--- src/rtl/debounce_pkg.sv ---
// debounce_pkg: shared FSM encoding and joystick channel indices for debounce_array.
package debounce_pkg;

    typedef enum logic [1:0] {
        ST_IDLE   = 2'd0,
        ST_CHK_HI = 2'd1,
        ST_HELD   = 2'd2,
        ST_CHK_LO = 2'd3
    } state_e;

    // Bit order matches the LED bus {up,down,left,right,fire}.
    localparam int CH_UP    = 4;
    localparam int CH_DOWN  = 3;
    localparam int CH_LEFT  = 2;
    localparam int CH_RIGHT = 1;
    localparam int CH_FIRE  = 0;

    function automatic logic is_high(state_e s);
        return s == ST_HELD || s == ST_CHK_LO;
    endfunction

endpackage

--- src/rtl/debounce_channel.sv ---
// debounce_channel: one channel's synchroniser, counter debounce FSM and press/release pulses.
// Hold-to-repeat press pulses are built only when DEBOUNCE_AUTOREPEAT_EN is defined.
module debounce_channel
    import debounce_pkg::*;
#(
    parameter int CNT_W      = 20,
    parameter int STABLE_CYC = 500000,
    parameter int RPT_W      = 26,
    parameter int REPEAT_DLY = 25000000,
    parameter int REPEAT_PER = 5000000
) (
    input  logic clk,
    input  logic rst_n,
    input  logic i_raw,
    output logic o_level,
    output logic o_press,
    output logic o_release,
    output logic o_level_nxt
);

    localparam logic [CNT_W-1:0] CNT_LAST = CNT_W'(STABLE_CYC - 1);
    localparam bit ONE_SHOT = (STABLE_CYC == 1);

    state_e           state_q, state_d;
    logic [CNT_W-1:0] cnt_q, cnt_d;
    logic             sync1_q, sync2_q;
    logic             level_q, level_d;
    logic             press_q, press_d;
    logic             release_q, release_d;
    logic             rpt_hit;

    if (STABLE_CYC < 1 || 64'(STABLE_CYC) >= (64'd1 << CNT_W) || REPEAT_DLY < 1 || REPEAT_PER < 1 ||
        64'(REPEAT_DLY) > (64'd1 << RPT_W) || 64'(REPEAT_PER) > (64'd1 << RPT_W)) begin : g_param_check
        $error("debounce_channel: counter parameters out of range");
    end

    always_comb begin
        state_d = state_q;
        cnt_d   = cnt_q;
        case (state_q)
            ST_IDLE: if (sync2_q) begin
                state_d = ONE_SHOT ? ST_HELD : ST_CHK_HI;
                cnt_d   = ONE_SHOT ? '0 : CNT_W'(1);
            end
            ST_CHK_HI: begin
                state_d = !sync2_q ? ST_IDLE : (cnt_q == CNT_LAST) ? ST_HELD : ST_CHK_HI;
                cnt_d   = (!sync2_q || cnt_q == CNT_LAST) ? '0 : cnt_q + 1'b1;
            end
            ST_HELD: if (!sync2_q) begin
                state_d = ONE_SHOT ? ST_IDLE : ST_CHK_LO;
                cnt_d   = ONE_SHOT ? '0 : CNT_W'(1);
            end
            ST_CHK_LO: begin
                state_d = sync2_q ? ST_HELD : (cnt_q == CNT_LAST) ? ST_IDLE : ST_CHK_LO;
                cnt_d   = (sync2_q || cnt_q == CNT_LAST) ? '0 : cnt_q + 1'b1;
            end
            default: ;
        endcase
        level_d   = is_high(state_q);
        press_d   = (level_d && !level_q) || rpt_hit;
        release_d = !level_d && level_q;
    end

`ifdef DEBOUNCE_AUTOREPEAT_EN
    localparam logic [RPT_W-1:0] DLY_LAST = RPT_W'(REPEAT_DLY - 1);
    localparam logic [RPT_W-1:0] PER_LAST = RPT_W'(REPEAT_PER - 1);

    logic [RPT_W-1:0] rpt_cnt_q, rpt_cnt_d;
    logic             rpt_per_q, rpt_per_d;
    logic             rpt_run;

    // Counting restarts on the first level-high cycle, so the first repeat lands REPEAT_DLY after the press pulse.
    always_comb begin
        rpt_run   = level_q && is_high(state_q);
        rpt_hit   = rpt_run && rpt_cnt_q == (rpt_per_q ? PER_LAST : DLY_LAST);
        rpt_cnt_d = (!rpt_run || rpt_hit) ? '0 : rpt_cnt_q + 1'b1;
        rpt_per_d = rpt_run && (rpt_per_q || rpt_hit);
    end

    always_ff @(posedge clk) begin
        if (!rst_n) begin
            rpt_cnt_q <= '0;
            rpt_per_q <= 1'b0;
        end else begin
            rpt_cnt_q <= rpt_cnt_d;
            rpt_per_q <= rpt_per_d;
        end
    end
`else
    assign rpt_hit = 1'b0;
`endif

    always_ff @(posedge clk) begin
        if (!rst_n) begin
            sync1_q   <= 1'b0;
            sync2_q   <= 1'b0;
            state_q   <= ST_IDLE;
            cnt_q     <= '0;
            level_q   <= 1'b0;
            press_q   <= 1'b0;
            release_q <= 1'b0;
        end else begin
            sync1_q   <= i_raw;
            sync2_q   <= sync1_q;
            state_q   <= state_d;
            cnt_q     <= cnt_d;
            level_q   <= level_d;
            press_q   <= press_d;
            release_q <= release_d;
        end
    end

    assign o_level     = level_q;
    assign o_press     = press_q;
    assign o_release   = release_q;
    assign o_level_nxt = level_d;

endmodule

--- src/rtl/debounce_array.sv ---
// debounce_array: N-channel button/joystick conditioner producing debounced levels and press/release pulses.
// Defining DEBOUNCE_AUTOREPEAT_EN adds hold-to-repeat press pulses in every channel.
module debounce_array
    import debounce_pkg::*;
#(
    parameter int NUM_CH     = 5,
    parameter int CNT_W      = 20,
    parameter int STABLE_CYC = 500000,
    parameter int ACTIVE_LOW = 0,
    parameter int RPT_W      = 26,
    parameter int REPEAT_DLY = 25000000,
    parameter int REPEAT_PER = 5000000
) (
    input  logic              clk,
    input  logic              rst_n,
    input  logic [NUM_CH-1:0] i_raw,
    output logic [NUM_CH-1:0] o_level,
    output logic [NUM_CH-1:0] o_press,
    output logic [NUM_CH-1:0] o_release,
    output logic              o_any
);

    logic [NUM_CH-1:0] raw_pol;
    logic [NUM_CH-1:0] level_nxt;
    logic              any_q, any_d;

    // Inverting ahead of the synchroniser is equivalent, since its flops reset to the not-pressed value.
    assign raw_pol = i_raw ^ {NUM_CH{ACTIVE_LOW != 0}};

    for (genvar g = 0; g < NUM_CH; g++) begin : g_ch
        debounce_channel #(
            .CNT_W(CNT_W),
            .STABLE_CYC(STABLE_CYC),
            .RPT_W(RPT_W),
            .REPEAT_DLY(REPEAT_DLY),
            .REPEAT_PER(REPEAT_PER)
        ) u_ch (
            .clk(clk),
            .rst_n(rst_n),
            .i_raw(raw_pol[g]),
            .o_level(o_level[g]),
            .o_press(o_press[g]),
            .o_release(o_release[g]),
            .o_level_nxt(level_nxt[g])
        );
    end

    always_comb any_d = |level_nxt;

    always_ff @(posedge clk) begin
        if (!rst_n) any_q <= 1'b0;
        else any_q <= any_d;
    end

    assign o_any = any_q;

endmodule

--- config.mk ---
export PLATFORM = sky130hd
export DESIGN_NAME = debounce_array
export DESIGN_NICKNAME = d
export VERILOG_FILES = /design/src/rtl/debounce_pkg.sv /design/src/rtl/debounce_channel.sv /design/src/rtl/debounce_array.sv
export SDC_FILE = /design/constraint.sdc
export NUM_CORES = 1
export LEC_CHECK = 0
export CAP_MARGIN = 20
export CORE_ASPECT_RATIO = 0.7
export CORE_MARGIN = 2
export CORE_UTILIZATION = 45
export CTS_CLUSTER_DIAMETER = 60
export CTS_CLUSTER_SIZE = 20
export DETAILED_ROUTE_END_ITERATION = 12
export GPL_TIMING_DRIVEN = 1
export SLEW_MARGIN = 10
export SYNTH_ARGS = -nofsm -noshare
export SYNTH_HDL_FRONTEND = slang
export SYNTH_SLANG_ARGS = --single-unit
--- constraint.sdc ---
create_clock -name clk -period 2.6 [get_ports clk]
set_input_delay 0.26 -clock clk [delete_from_list [all_inputs] [get_ports clk]]
set_output_delay 0.26 -clock clk [all_outputs]
set_load 0.01 [all_outputs]
# Word level (Yosys, flattened, before mapping)
# Index checks and enable logic that the tools add are counted.
[totals] reg_bits=136 in_bits=7 out_inout_bits=16 word_cells=182
[classes] add_sub_neg=5 eq_ne=30 muxes=60 reduce_logical=51
[ops] cell="20-bit 2-to-1 mux" n=20
[ops] cell="20-bit case mux with 4 select lines" n=5
[ops] cell="20-bit by 1-bit adder with 20-bit output (second input constant)" n=5
[ops] cell="20-bit by 19-bit == test with 1-bit output (second input constant)" n=5
[ops] cell="2-bit 2-to-1 mux" n=30
[ops] cell="2-bit case mux with 4 select lines" n=5
[ops] cell="2-bit == test (second input constant)" n=10
[ops] cell="1-bit zero test" n=15
[ops] cell="1-bit logical OR" n=15
[ops] cell="2-bit by 1-bit == test with 1-bit output (second input constant)" n=5
[ops] cell="1-bit logical AND" n=10
[ops] cell="2-bit zero test" n=5
[ops] cell="2-bit by 1-bit inequality test with 1-bit output (second input constant)" n=5
[ops] cell="2-bit inequality test (second input constant)" n=5
[ops] cell="2-bit AND reduction" n=5
[ops] cell="5-bit OR reduction" n=1

# Longest topological paths before layout
# Gate-level depths: netlist of the first run.
[logic_depth] depth_word=4 depth_mapped=8 ltp_nobuf=6

# By module
# Synthesis of the first run repeated with hierarchy kept, for this count alone.
[hier_totals] cells_unflattened=813 hier_area_um2=6628.9
[modules_own_cells] module="debounce_channel" instances=5 cells_per_inst=162 area_each_um2=1318.8 seq_area_each_um2=540.5
[modules_own_cells] module="debounce_array" instances=1 cells_per_inst=3 area_each_um2=35.0 seq_area_each_um2=20.0

# Worst setup path after synthesis of the first run
# Ideal clock, no wire load.
[synth_timing] path_type="flip-flop to flip-flop" from="register g_ch[3].u_ch.cnt_q[0]" to="register g_ch[3].u_ch.cnt_q[6]" setup_time_ns=0.121 t_arrival_ns=1.803 required_time_ns=2.479 slack_ns=0.676 stages_incl_launch_ff=8 path_buffers=1 synth_period_minus_slack_ns=1.924 path_cell_list="dfxtp_1 -> ha_1 -> nand4_1 -> nor4_1 -> a211oi_2 -> buf_2 -> a21oi_1 -> mux2i_1"
[synth_between] elab_chain_len=4 elab_cells_between_ends=7 classes_between="add/sub (1); eq/ne (1); mux (3); reduce/logical (2)"
[synth_rtl] element="start: declaration" line="debounce_channel.sv:25" source="logic [CNT_W-1:0] cnt_q, cnt_d;"
[synth_rtl] element="start signal: assignment" line="debounce_channel.sv:106" source="cnt_q <= cnt_d;"
[synth_rtl] element="parallel branches: the longest is 3 deep, another holds 20-bit by 1-bit adder with 20-bit output"
[synth_rtl] element="20-bit case mux with 4 select lines (*)" line="debounce_channel.sv:40" source="case (state_q)"
# Mark *: on every way between the ends.
# A chain may end at the register's enable or synchronous reset.

# Final worst setup path of the first run
[layout_timing] from="register g_ch[3].u_ch.cnt_q[0]" to="register g_ch[3].u_ch.cnt_q[11]"
# Same word-level chain as after synthesis.

==> report_table.html, run 1 <==
<table>
<tr><th>Metric</th><th>Value</th></tr>
<tr><th colspan="2">Outcome</th></tr>
<tr><td>Result of the run</td><td>finished, final reports clean</td></tr>
<tr><th colspan="2">Floorplanning</th></tr>
<tr><td>Vertical die dimension</td><td>around 100 um</td></tr>
<tr><td>Initial core utilization</td><td>0.464</td></tr>
<tr><td>Die W</td><td>approximately 150 um</td></tr>
<tr><td>I/O pin total</td><td>23</td></tr>
<tr><td>Die outline area</td><td>15500 sq um</td></tr>
<tr><td>Row count</td><td>36</td></tr>
<tr><td>Standard cell core area</td><td>14100 sq um</td></tr>
<tr><th colspan="2">STA</th></tr>
<tr><td>Max-slew headroom at the worst pin</td><td>0.440</td></tr>
<tr><td>RSZ-0062 raised after global routing</td><td>no</td></tr>
<tr><td>Accumulated negative setup slack</td><td>0 ns</td></tr>
<tr><td>Final worst hold slack</td><td>roughly 0.43 ns</td></tr>
<tr><td>Maximum clock skew at final layout</td><td>0.0187 ns</td></tr>
<tr><td>Period Utilization, post-route</td><td>0.924</td></tr>
<tr><td>Actual slew at the worst max-slew pin</td><td>0.838 ns</td></tr>
<tr><td>Slew Limit Fails</td><td>0</td></tr>
<tr><td>Min Clock Period, post-route</td><td>2.40 ns</td></tr>
<tr><td>Number of endpoints failing setup at the final stage</td><td>0</td></tr>
<tr><td>Max Clock Freq</td><td>approximately 420 MHz</td></tr>
<tr><td>Fin. Hold Viols</td><td>0</td></tr>
<tr><th colspan="2">Worst setup path</th></tr>
<tr><td>Cell at the slowest stage of the critical path</td><td>a211oi_2</td></tr>
<tr><td>Critical path class</td><td>reg -&gt; reg</td></tr>
<tr><td>Maximum fanout encountered on the critical timing path</td><td>14</td></tr>
<tr><td>Startpoint types</td><td>register</td></tr>
<tr><td>Most repeated library cell on the critical path</td><td>buf_4</td></tr>
<tr><td>Critical Path AT</td><td>2.75 ns</td></tr>
<tr><td>Nature of the critical path endpoint</td><td>register</td></tr>
<tr><td>Slowest Stage Delay on Critical Path</td><td>approximately 0.72 ns</td></tr>
<tr><td>Series of cell instances along the critical path</td><td>ha_1, nand4_1, nor4_1, buf_4, a211oi_2, buf_4, o21ai_0, a31oi_1</td></tr>
<tr><td>WP data required</td><td>a little under 3 ns</td></tr>
<tr><td>Buffer and inverter count on the worst path</td><td>2</td></tr>
<tr><td>Kind of cell adding the most delay to the critical path</td><td>compound AO/OA/AOI/OAI gates</td></tr>
<tr><th colspan="2">Clock network</th></tr>
<tr><td>Clock Path Buffers</td><td>2</td></tr>
<tr><td>Clock latency on the worst-skew pair</td><td>between 0.4 and 0.5 ns</td></tr>
<tr><td>CTS tree</td><td>done</td></tr>
<tr><td>Clock transition time at the flip-flop clock pins of the worst setup and hold paths</td><td>roughly 0.06 ns</td></tr>
<tr><td>Buffer type at the clock tree root</td><td>clkbuf_16</td></tr>
<tr><td>Number of buffers inserted during clock tree synthesis</td><td>17</td></tr>
<tr><td>Post-CTS repair timing setup buffer count</td><td>0</td></tr>
<tr><td>Maximum level of the CTS H-tree</td><td>4</td></tr>
<tr><td>Number of instances resized during post-cts repair</td><td>0</td></tr>
<tr><td>Hold buffer count at CTS</td><td>0</td></tr>
<tr><td># clock sinks</td><td>between 100 and 150</td></tr>
<tr><th colspan="2">Global route</th></tr>
<tr><td>Maximum number of pins on one net before global-route repair</td><td>34</td></tr>
<tr><td>Initial antenna violation count</td><td>0</td></tr>
<tr><td>First-pass GRT wire length</td><td>24700 um</td></tr>
<tr><td>Total congestion overflow after global routing</td><td>0</td></tr>
<tr><td>Total global-route track usage</td><td>0.193</td></tr>
<tr><td>Vias in the first global route</td><td>5124</td></tr>
<tr><th colspan="2">Route</th></tr>
<tr><td>Average detailed-routed wire length per instance</td><td>14.6 um</td></tr>
<tr><td>Number of DRC violations after detailed-routing iteration 0</td><td>383</td></tr>
<tr><td>Count of nets left with antenna violations after detail routing</td><td>0</td></tr>
<tr><td>Vias per cell</td><td>5.76</td></tr>
<tr><td>Count of vias placed by the detailed router</td><td>approximately 5600</td></tr>
<tr><td>Remaining routing DRC violations</td><td>0</td></tr>
<tr><td>Total length of routed wires</td><td>14300 um</td></tr>
<tr><td>TritonRoute pass-1 iters</td><td>8</td></tr>
<tr><th colspan="2">Yosys</th></tr>
<tr><td>EDFF count, synth</td><td>0</td></tr>
<tr><td>Count of distinct cell types in the synthesized netlist</td><td>between 60 and 70</td></tr>
<tr><td>Syn_nets</td><td>774</td></tr>
<tr><td>Fraction of synthesis flops using an asynchronous set or reset pin</td><td>0</td></tr>
<tr><td>Top cell types by occurrence after synthesis</td><td>dfxtp_1 (136), nand2_1 (83), nand3_1 (67)</td></tr>
<tr><td>Post-synthesis instance area</td><td>between 6000 and 7000 sq um</td></tr>
<tr><td>Portion of the post-synthesis area used by sequential elements</td><td>0.418</td></tr>
<tr><td>Top-area cell type share of the netlist area</td><td>0.418</td></tr>
<tr><td>Number of flip-flops and latches in the synthesized netlist</td><td>136</td></tr>
<tr><td>Largest area contributor in the synthesized netlist</td><td>dfxtp_1</td></tr>
<tr><td>Leading cell type by number of instances after synthesis</td><td>dfxtp_1</td></tr>
<tr><td>Yosys warning count</td><td>0</td></tr>
<tr><td>Post-Synthesis Mean Instance Area</td><td>8.55 sq um</td></tr>
<tr><td>Synthesized netlist cell count</td><td>762</td></tr>
<tr><td>Primary flip-flop cell chosen by synthesis mapping</td><td>dfxtp_1</td></tr>
<tr><td>Biggest area contributors in the synthesized netlist</td><td>dfxtp_1 (42%), nand3_1 (5.1%), nand2_1 (4.8%)</td></tr>
<tr><th colspan="2">Finish</th></tr>
<tr><td>Count of inserted antenna diode cells</td><td>0</td></tr>
<tr><td>Net count, final</td><td>789</td></tr>
<tr><td>Cell area after layout</td><td>between 7000 and 8000 sq um</td></tr>
<tr><td>Syn-to-layout area delta</td><td>13.8%</td></tr>
<tr><td>Layout cell share with drive strength beyond 1</td><td>0.0875</td></tr>
<tr><th colspan="2">Power and ir drop</th></tr>
<tr><td>Combinational cell fraction of total power</td><td>0.028</td></tr>
<tr><td>P per Cell Area</td><td>608 nW/um^2</td></tr>
<tr><td>Net switching component of the power</td><td>just over 0.001 W</td></tr>
<tr><td>Switching power share of the total</td><td>0.224</td></tr>
<tr><td>Sequential group share of total power</td><td>0.469</td></tr>
<tr><td>P_leak</td><td>~2.7 nW</td></tr>
<tr><td>Internal power contribution</td><td>0.00350 W</td></tr>
<tr><td>Worst vdd rail ir drop</td><td>about 0.42 mV</td></tr>
<tr><td>Power share of the clock group</td><td>0.503</td></tr>
<tr><th colspan="2">Place</th></tr>
<tr><td>GPL Wtd Cong</td><td>roughly 0.83</td></tr>
<tr><td>Placed standard-cell area</td><td>6850 sq um</td></tr>
<tr><td>Number of input and output port buffers inserted</td><td>22</td></tr>
<tr><td>Dpl hpwl</td><td>9570 um</td></tr>
<tr><th colspan="2">Hold path</th></tr>
<tr><td>Hold Path Class</td><td>in -&gt; reg</td></tr>
<tr><th colspan="2">Job</th></tr>
<tr><td>Number of maximum-capacitance constraint violations</td><td>0</td></tr>
</table>
-- final timing paths --
kind	start	end	slack (ns)	cells after the start
setup / recovery	g_ch[3].u_ch.cnt_q[0]	g_ch[3].u_ch.cnt_q[11]	0.20	8
hold / removal	i_raw[0]	g_ch[0].u_ch.sync1_q	0.43	2
setup reg to reg	g_ch[3].u_ch.cnt_q[0]	g_ch[3].u_ch.cnt_q[11]	0.20	8
hold reg to reg	g_ch[4].u_ch.sync1_q	g_ch[4].u_ch.sync2_q	0.43	1
-- cell families after synthesis --
logic type,count (synthesis),synth area share
AOI/OAI and AO/OA,163,0.165
xor gates and xnor gates,23,0.0321
adders and majority gates,5,0.00960
buffers and inverters,55,0.0482
DFF,136,0.418
muxes,14,0.0215
and+or+nand+nor,366,0.306
-- per-stage QoR --
stage,power (W),setup slack [ns],utilization,cells
after floorplan,0.00224,0.676,-,762
after global placement,0.00228,0.248,0.488,947
after detailed placement,0.00228,0.247,0.488,947
after CTS,0.00455,0.230,0.527,978
after global routing,0.00468,0.0924,0.528,979
final,0.00451,0.198,0.528,979
-- worst reg2reg max path, cell delays in order, from the launching register on --
cell	delay, ns
dfxtp_1	0.35
ha_1	0.27
nand4_1	0.16
nor4_1	0.08
buf_4	0.16
a211oi_2	0.72
buf_4	0.33
o21ai_0	0.10
a31oi_1	0.17
-- layout make-up --
type | count | area [sq um]
clock buffers | 19 | 453
clock inverters | 12 | 104
fillers | 1319 | 6640
inverters | 13 | 48.8
multi-input cells | 571 | 3490
flip-flops and latches | 136 | 2720
well taps | 190 | 238
repair buffers | 38 | 365
-- routing by layer --
metal	vias up	wire, um	part of all wire	GRT usage
met5	-	0	0	0
met4	0	162	0.011	0.0680
met3	14	616	0.043	0.0480
met2	133	6200	0.43	0.276
met1	2660	7290	0.51	0.281
li1	2835	-	-	-
-- state kept, by name, summed over array words and instances (netlist names) --
signal,count
g_ch.u_ch.cnt_q,100
g_ch.u_ch.state_q,10
g_ch.u_ch.o_level,5
g_ch.u_ch.o_press,5
g_ch.u_ch.o_release,5
g_ch.u_ch.sync1_q,5
g_ch.u_ch.sync2_q,5
o_any,1
-- power groups by stage --
stage	registers (W)	logic, W	clock network (W)
2_1_floorplan	0.00216	0.0000800	0
3_3_place_gp	0.00216	0.000121	0
3_5_place_dp	0.00216	0.000124	0
4_1_cts	0.00211	0.000125	0.00231
5_1_grt	0.00211	0.000138	0.00242
6_report	0.00211	0.000125	0.00227
-- cells in the final DEF, fill, tap and decap left out, drive strengths merged, types with 7 or more instances in the layout --
master         Yosys  layout
a21o               8       8
a21oi             47      47
a22o              14      14
a31oi             28      28
and2              23      23
and3              19      19
and4              10      10
buf               30      16
clkbuf            12      19
clkdlybuf4s50      0      22
dfxtp            136     136
inv               13      13
mux2i             14      14
nand2             84      84
nand2b             8       8
nand3             67      67
nand4             28      28
nor2              49      49
nor2b              7       7
nor3              15      15
nor4              11      11
o211ai             7       7
o21ai             24      24
or3               18      18
xnor2             12      12
xor2              11      11
(Power assumes the default switching activity.)
==> run 2, diff against run 1 <==
- SETUP_SLACK_MARGIN: not set -> 0.3
==> report_table.html, run 2 (synthesized netlist as in run 1, its figures left out) <==
<table>
<tr><th>Metric</th><th>Value</th></tr>
<tr><th colspan="2">STA</th></tr>
<tr><td>Maximum clock skew at final layout</td><td>0.0163 ns (-0.00240 ns)</td></tr>
<tr><td>Max-slew headroom at the worst pin</td><td>0.518 (+0.0780)</td></tr>
<tr><td>Actual slew at the worst max-slew pin</td><td>0.716 ns (-0.122 ns)</td></tr>
<tr><td>Accumulated negative setup slack</td><td>0 ns (unchanged)</td></tr>
<tr><td>Min Clock Period, post-route</td><td>2.20 ns (-0.206 ns)</td></tr>
<tr><td>Final worst hold slack</td><td>0.426 ns (-0.00181 ns)</td></tr>
<tr><td>Period Utilization, post-route</td><td>0.845 (-0.0792)</td></tr>
<tr><td>RSZ-0062 raised after global routing</td><td>no</td></tr>
<tr><td>Slew Limit Fails</td><td>0 (unchanged)</td></tr>
<tr><td>Number of endpoints failing setup at the final stage</td><td>0 (unchanged)</td></tr>
<tr><td>Fin. Hold Viols</td><td>0 (unchanged)</td></tr>
<tr><td>Setup ws final</td><td>0.404 ns (+0.206 ns)</td></tr>
<tr><td>Max Clock Freq</td><td>455 MHz (+9.4%)</td></tr>
<tr><th colspan="2">Global route</th></tr>
<tr><td>Vias in the first global route</td><td>5124 (unchanged)</td></tr>
<tr><td>Initial antenna violation count</td><td>0 (unchanged)</td></tr>
<tr><td>Total congestion overflow after global routing</td><td>0 (unchanged)</td></tr>
<tr><td>Total global-route track usage</td><td>0.193 (about the same)</td></tr>
<tr><td>Maximum number of pins on one net before global-route repair</td><td>34 (unchanged)</td></tr>
<tr><td>First-pass GRT wire length</td><td>24700 um (about the same)</td></tr>
<tr><th colspan="2">Finish</th></tr>
<tr><td>Net count, final</td><td>789 (unchanged)</td></tr>
<tr><td>Layout cell share with drive strength beyond 1</td><td>0.0887 (+0.00127)</td></tr>
<tr><td>FILL cells</td><td>1317 (-0.15%)</td></tr>
<tr><td>Highest-count cells in the layout ignoring fill and taps</td><td>dfxtp_1 (136), nand2_1 (83), nand3_1 (67)</td></tr>
<tr><td>Number of flip-flops under the largest register name</td><td>100 (unchanged)</td></tr>
<tr><td>Syn-to-layout area delta</td><td>13.9%</td></tr>
<tr><td>Commonest non-fill, non-tap cell in the layout</td><td>dfxtp_1</td></tr>
<tr><td>Register with the highest flop count</td><td>g_ch.u_ch.cnt_q</td></tr>
<tr><td>Count of inserted antenna diode cells</td><td>0 (unchanged)</td></tr>
<tr><td>Registers with the most flip-flops</td><td>g_ch.u_ch.cnt_q x100, g_ch.u_ch.state_q x10</td></tr>
<tr><td>Final cell utilization of the core</td><td>0.528 (+0.000623)</td></tr>
<tr><th colspan="2">Power and ir drop</th></tr>
<tr><td>P_leak</td><td>2.68 nW (about the same)</td></tr>
<tr><td>Switching power share of the total</td><td>0.225 (+0.000720)</td></tr>
<tr><td>Worst vdd rail ir drop</td><td>0.421 mV (+0.76%)</td></tr>
<tr><td>Sequential group share of total power</td><td>0.468 (about the same)</td></tr>
<tr><td>Internal power contribution</td><td>0.00350 W (about the same)</td></tr>
<tr><td>Combinational cell fraction of total power</td><td>0.028 (about the same)</td></tr>
<tr><td>Net switching component of the power</td><td>0.00101 W (+0.41%)</td></tr>
<tr><td>P per Cell Area</td><td>607 nW/um^2 (about the same)</td></tr>
<tr><td>Power share of the clock group</td><td>0.504 (about the same)</td></tr>
<tr><th colspan="2">Worst setup path</th></tr>
<tr><td>Maximum fanout encountered on the critical timing path</td><td>14 (unchanged)</td></tr>
<tr><td>Kind of cell adding the most delay to the critical path</td><td>compound AO/OA/AOI/OAI gates</td></tr>
<tr><td>Critical Path AT</td><td>2.55 ns (-0.20 ns)</td></tr>
<tr><td>Most repeated library cell on the critical path</td><td>buf_4</td></tr>
<tr><td>Critical path class</td><td>reg -&gt; reg</td></tr>
<tr><td>Buffer and inverter count on the worst path</td><td>2 (unchanged)</td></tr>
<tr><td>WP data required</td><td>2.95 ns (about the same)</td></tr>
<tr><td>Worst-case register-to-register setup slack</td><td>0.40 ns (+0.21 ns)</td></tr>
<tr><td>Series of cell instances along the critical path</td><td>ha_1, nand4_1, nor4_1, buf_4, a211oi_4, buf_4, o21ai_0, a31oi_1</td></tr>
<tr><td>Slowest Stage Delay on Critical Path</td><td>0.55 ns (-0.17 ns)</td></tr>
<tr><td>Worst r2r path cells</td><td>8 (unchanged)</td></tr>
<tr><td>Critical R2R Launch</td><td>g_ch[3].u_ch.cnt_q[0]</td></tr>
<tr><td>Nature of the critical path endpoint</td><td>register</td></tr>
<tr><td>Startpoint types</td><td>register</td></tr>
<tr><td>Critical register-to-register path endpoint</td><td>g_ch[3].u_ch.cnt_q[11]</td></tr>
<tr><td>Cell at the slowest stage of the critical path</td><td>a211oi_4</td></tr>
<tr><th colspan="2">Floorplanning</th></tr>
<tr><td>Standard cell core area</td><td>14100 sq um (unchanged)</td></tr>
<tr><td>Die W</td><td>148 um (unchanged)</td></tr>
<tr><td>Row count</td><td>36 (unchanged)</td></tr>
<tr><td>Initial core utilization</td><td>0.464 (unchanged)</td></tr>
<tr><td>Die outline area</td><td>15500 sq um (unchanged)</td></tr>
<tr><td>I/O pin total</td><td>23 (unchanged)</td></tr>
<tr><td>Vertical die dimension</td><td>105 um (unchanged)</td></tr>
<tr><th colspan="2">Route</th></tr>
<tr><td>Average detailed-routed wire length per instance</td><td>14.6 um (about the same)</td></tr>
<tr><td>Count of vias placed by the detailed router</td><td>5620 (-0.39%)</td></tr>
<tr><td>TritonRoute pass-1 iters</td><td>8 (unchanged)</td></tr>
<tr><td>Number of DRC violations after detailed-routing iteration 0</td><td>350 (-8.6%)</td></tr>
<tr><td>Count of nets left with antenna violations after detail routing</td><td>0 (unchanged)</td></tr>
<tr><td>Remaining routing DRC violations</td><td>0 (unchanged)</td></tr>
<tr><td>Vias per cell</td><td>5.74 (-0.39%)</td></tr>
<tr><td>Total length of routed wires</td><td>14300 um (about the same)</td></tr>
<tr><th colspan="2">Clock network</th></tr>
<tr><td>Clock latency on the worst-skew pair</td><td>0.42 ns (about the same)</td></tr>
<tr><td>Post-CTS repair timing setup buffer count</td><td>0 (unchanged)</td></tr>
<tr><td>Clock transition time at the flip-flop clock pins of the worst setup and hold paths</td><td>0.06 ns (about the same)</td></tr>
<tr><td>Clock Path Buffers</td><td>2 (unchanged)</td></tr>
<tr><td>CTS tree</td><td>done</td></tr>
<tr><td>Hold buffer count at CTS</td><td>0 (unchanged)</td></tr>
<tr><td># clock sinks</td><td>136 (unchanged)</td></tr>
<tr><td>Maximum level of the CTS H-tree</td><td>4 (unchanged)</td></tr>
<tr><td>Number of buffers inserted during clock tree synthesis</td><td>17 (unchanged)</td></tr>
<tr><td>Buffer type at the clock tree root</td><td>clkbuf_16</td></tr>
<tr><th colspan="2">Outcome</th></tr>
<tr><td>Result of the run</td><td>finished, final reports clean</td></tr>
<tr><th colspan="2">Hold path</th></tr>
<tr><td>Hold path start</td><td>i_raw[0]</td></tr>
<tr><td>Number of cells on the worst hold path</td><td>2 (unchanged)</td></tr>
<tr><td>Worst hold path endpoint</td><td>g_ch[0].u_ch.sync1_q</td></tr>
<tr><td>Hold Path Class</td><td>in -&gt; reg</td></tr>
<tr><th colspan="2">Job</th></tr>
<tr><td>Number of maximum-capacitance constraint violations</td><td>0 (unchanged)</td></tr>
<tr><th colspan="2">Place</th></tr>
<tr><td>Number of input and output port buffers inserted</td><td>22 (unchanged)</td></tr>
<tr><td>GPL Wtd Cong</td><td>0.826 (unchanged)</td></tr>
<tr><td>Dpl hpwl</td><td>9570 um (unchanged)</td></tr>
<tr><td>Pre-CTS WS</td><td>0.247 ns (unchanged)</td></tr>
</table>
## run 2: changes by cell type in the layout (fill, tap and decap cells not counted)
cell and change:
a211o_1 -1, a211o_2 +1, a211oi_2 -1, a211oi_4 +1
## run 2: power by group through the flow
stage	Clock [W]	Combinational, W	Sequential, W
after floorplan	0	0.0000800	0.00216
after global placement	0	0.000121	0.00216
after detailed placement	0	0.000124	0.00216
after CTS	0.00231	0.000125	0.00211
after global routing	0.00242	0.000139	0.00211
final	0.00227	0.000125	0.00211
## run 2: through the flow
step / power, W / instances / instance area, sq um
floorplan: 0.00224 / 762 / 6520
global placement: 0.00228 / 947 / 6850
detailed placement: 0.00228 / 947 / 6850
CTS: 0.00455 / 978 / 7420
global route: 0.00468 / 979 / 7430
finish: 0.00451 / 979 / 7430
## run 2: layout make-up
type | count | area [sq um] | area share
inverters | 13 | 48.8 | 0.00657
well taps | 190 | 238 | 0.0320
clock buffers | 19 | 453 | 0.0610
multi-input cells | 571 | 3500 | 0.471
repair buffers | 38 | 365 | 0.0492
flip-flops and latches | 136 | 2720 | 0.367
clock inverters | 12 | 104 | 0.0140
## run 2: per-layer routing
metal	track usage	vias to the layer above	share of wire
li1	-	2834	-
met1	0.281	2654	0.52
met2	0.276	118	0.43
met3	0.0480	14	0.043
met4	0.0680	0	0.013
met5	0	-	0
## run 2: how the worst max path moves through the flow
stage                                     start                     end  slack, ns  depth (start not counted)
after floorplan           g_ch[3].u_ch.cnt_q[0]   g_ch[3].u_ch.cnt_q[6]       0.68                          7
after detailed placement                  rst_n  g_ch[0].u_ch.cnt_q[16]       0.25                          5
after CTS                 g_ch[0].u_ch.cnt_q[0]  g_ch[0].u_ch.cnt_q[16]       0.31                          6
after global routing      g_ch[2].u_ch.cnt_q[0]  g_ch[2].u_ch.cnt_q[13]       0.31                          7
after global placement                    rst_n  g_ch[0].u_ch.cnt_q[16]       0.25                          5
final                     g_ch[3].u_ch.cnt_q[0]  g_ch[3].u_ch.cnt_q[11]       0.40                          8
## run 2: timing repair
action,4_1_cts,5_1_grt
endpoints found under the setup margin,5,3
endpoints found under the hold margin,0,0
gates resized for setup,1,1
pin swaps,0,0
## run 2: worst reg2reg max path, stage by stage, from the launching register on
cell	delay, ns
dfxtp_1	0.35
ha_1	0.27
nand4_1	0.16
nor4_1	0.08
buf_4	0.16
a211oi_4	0.55
buf_4	0.30
o21ai_0	0.10
a31oi_1	0.16
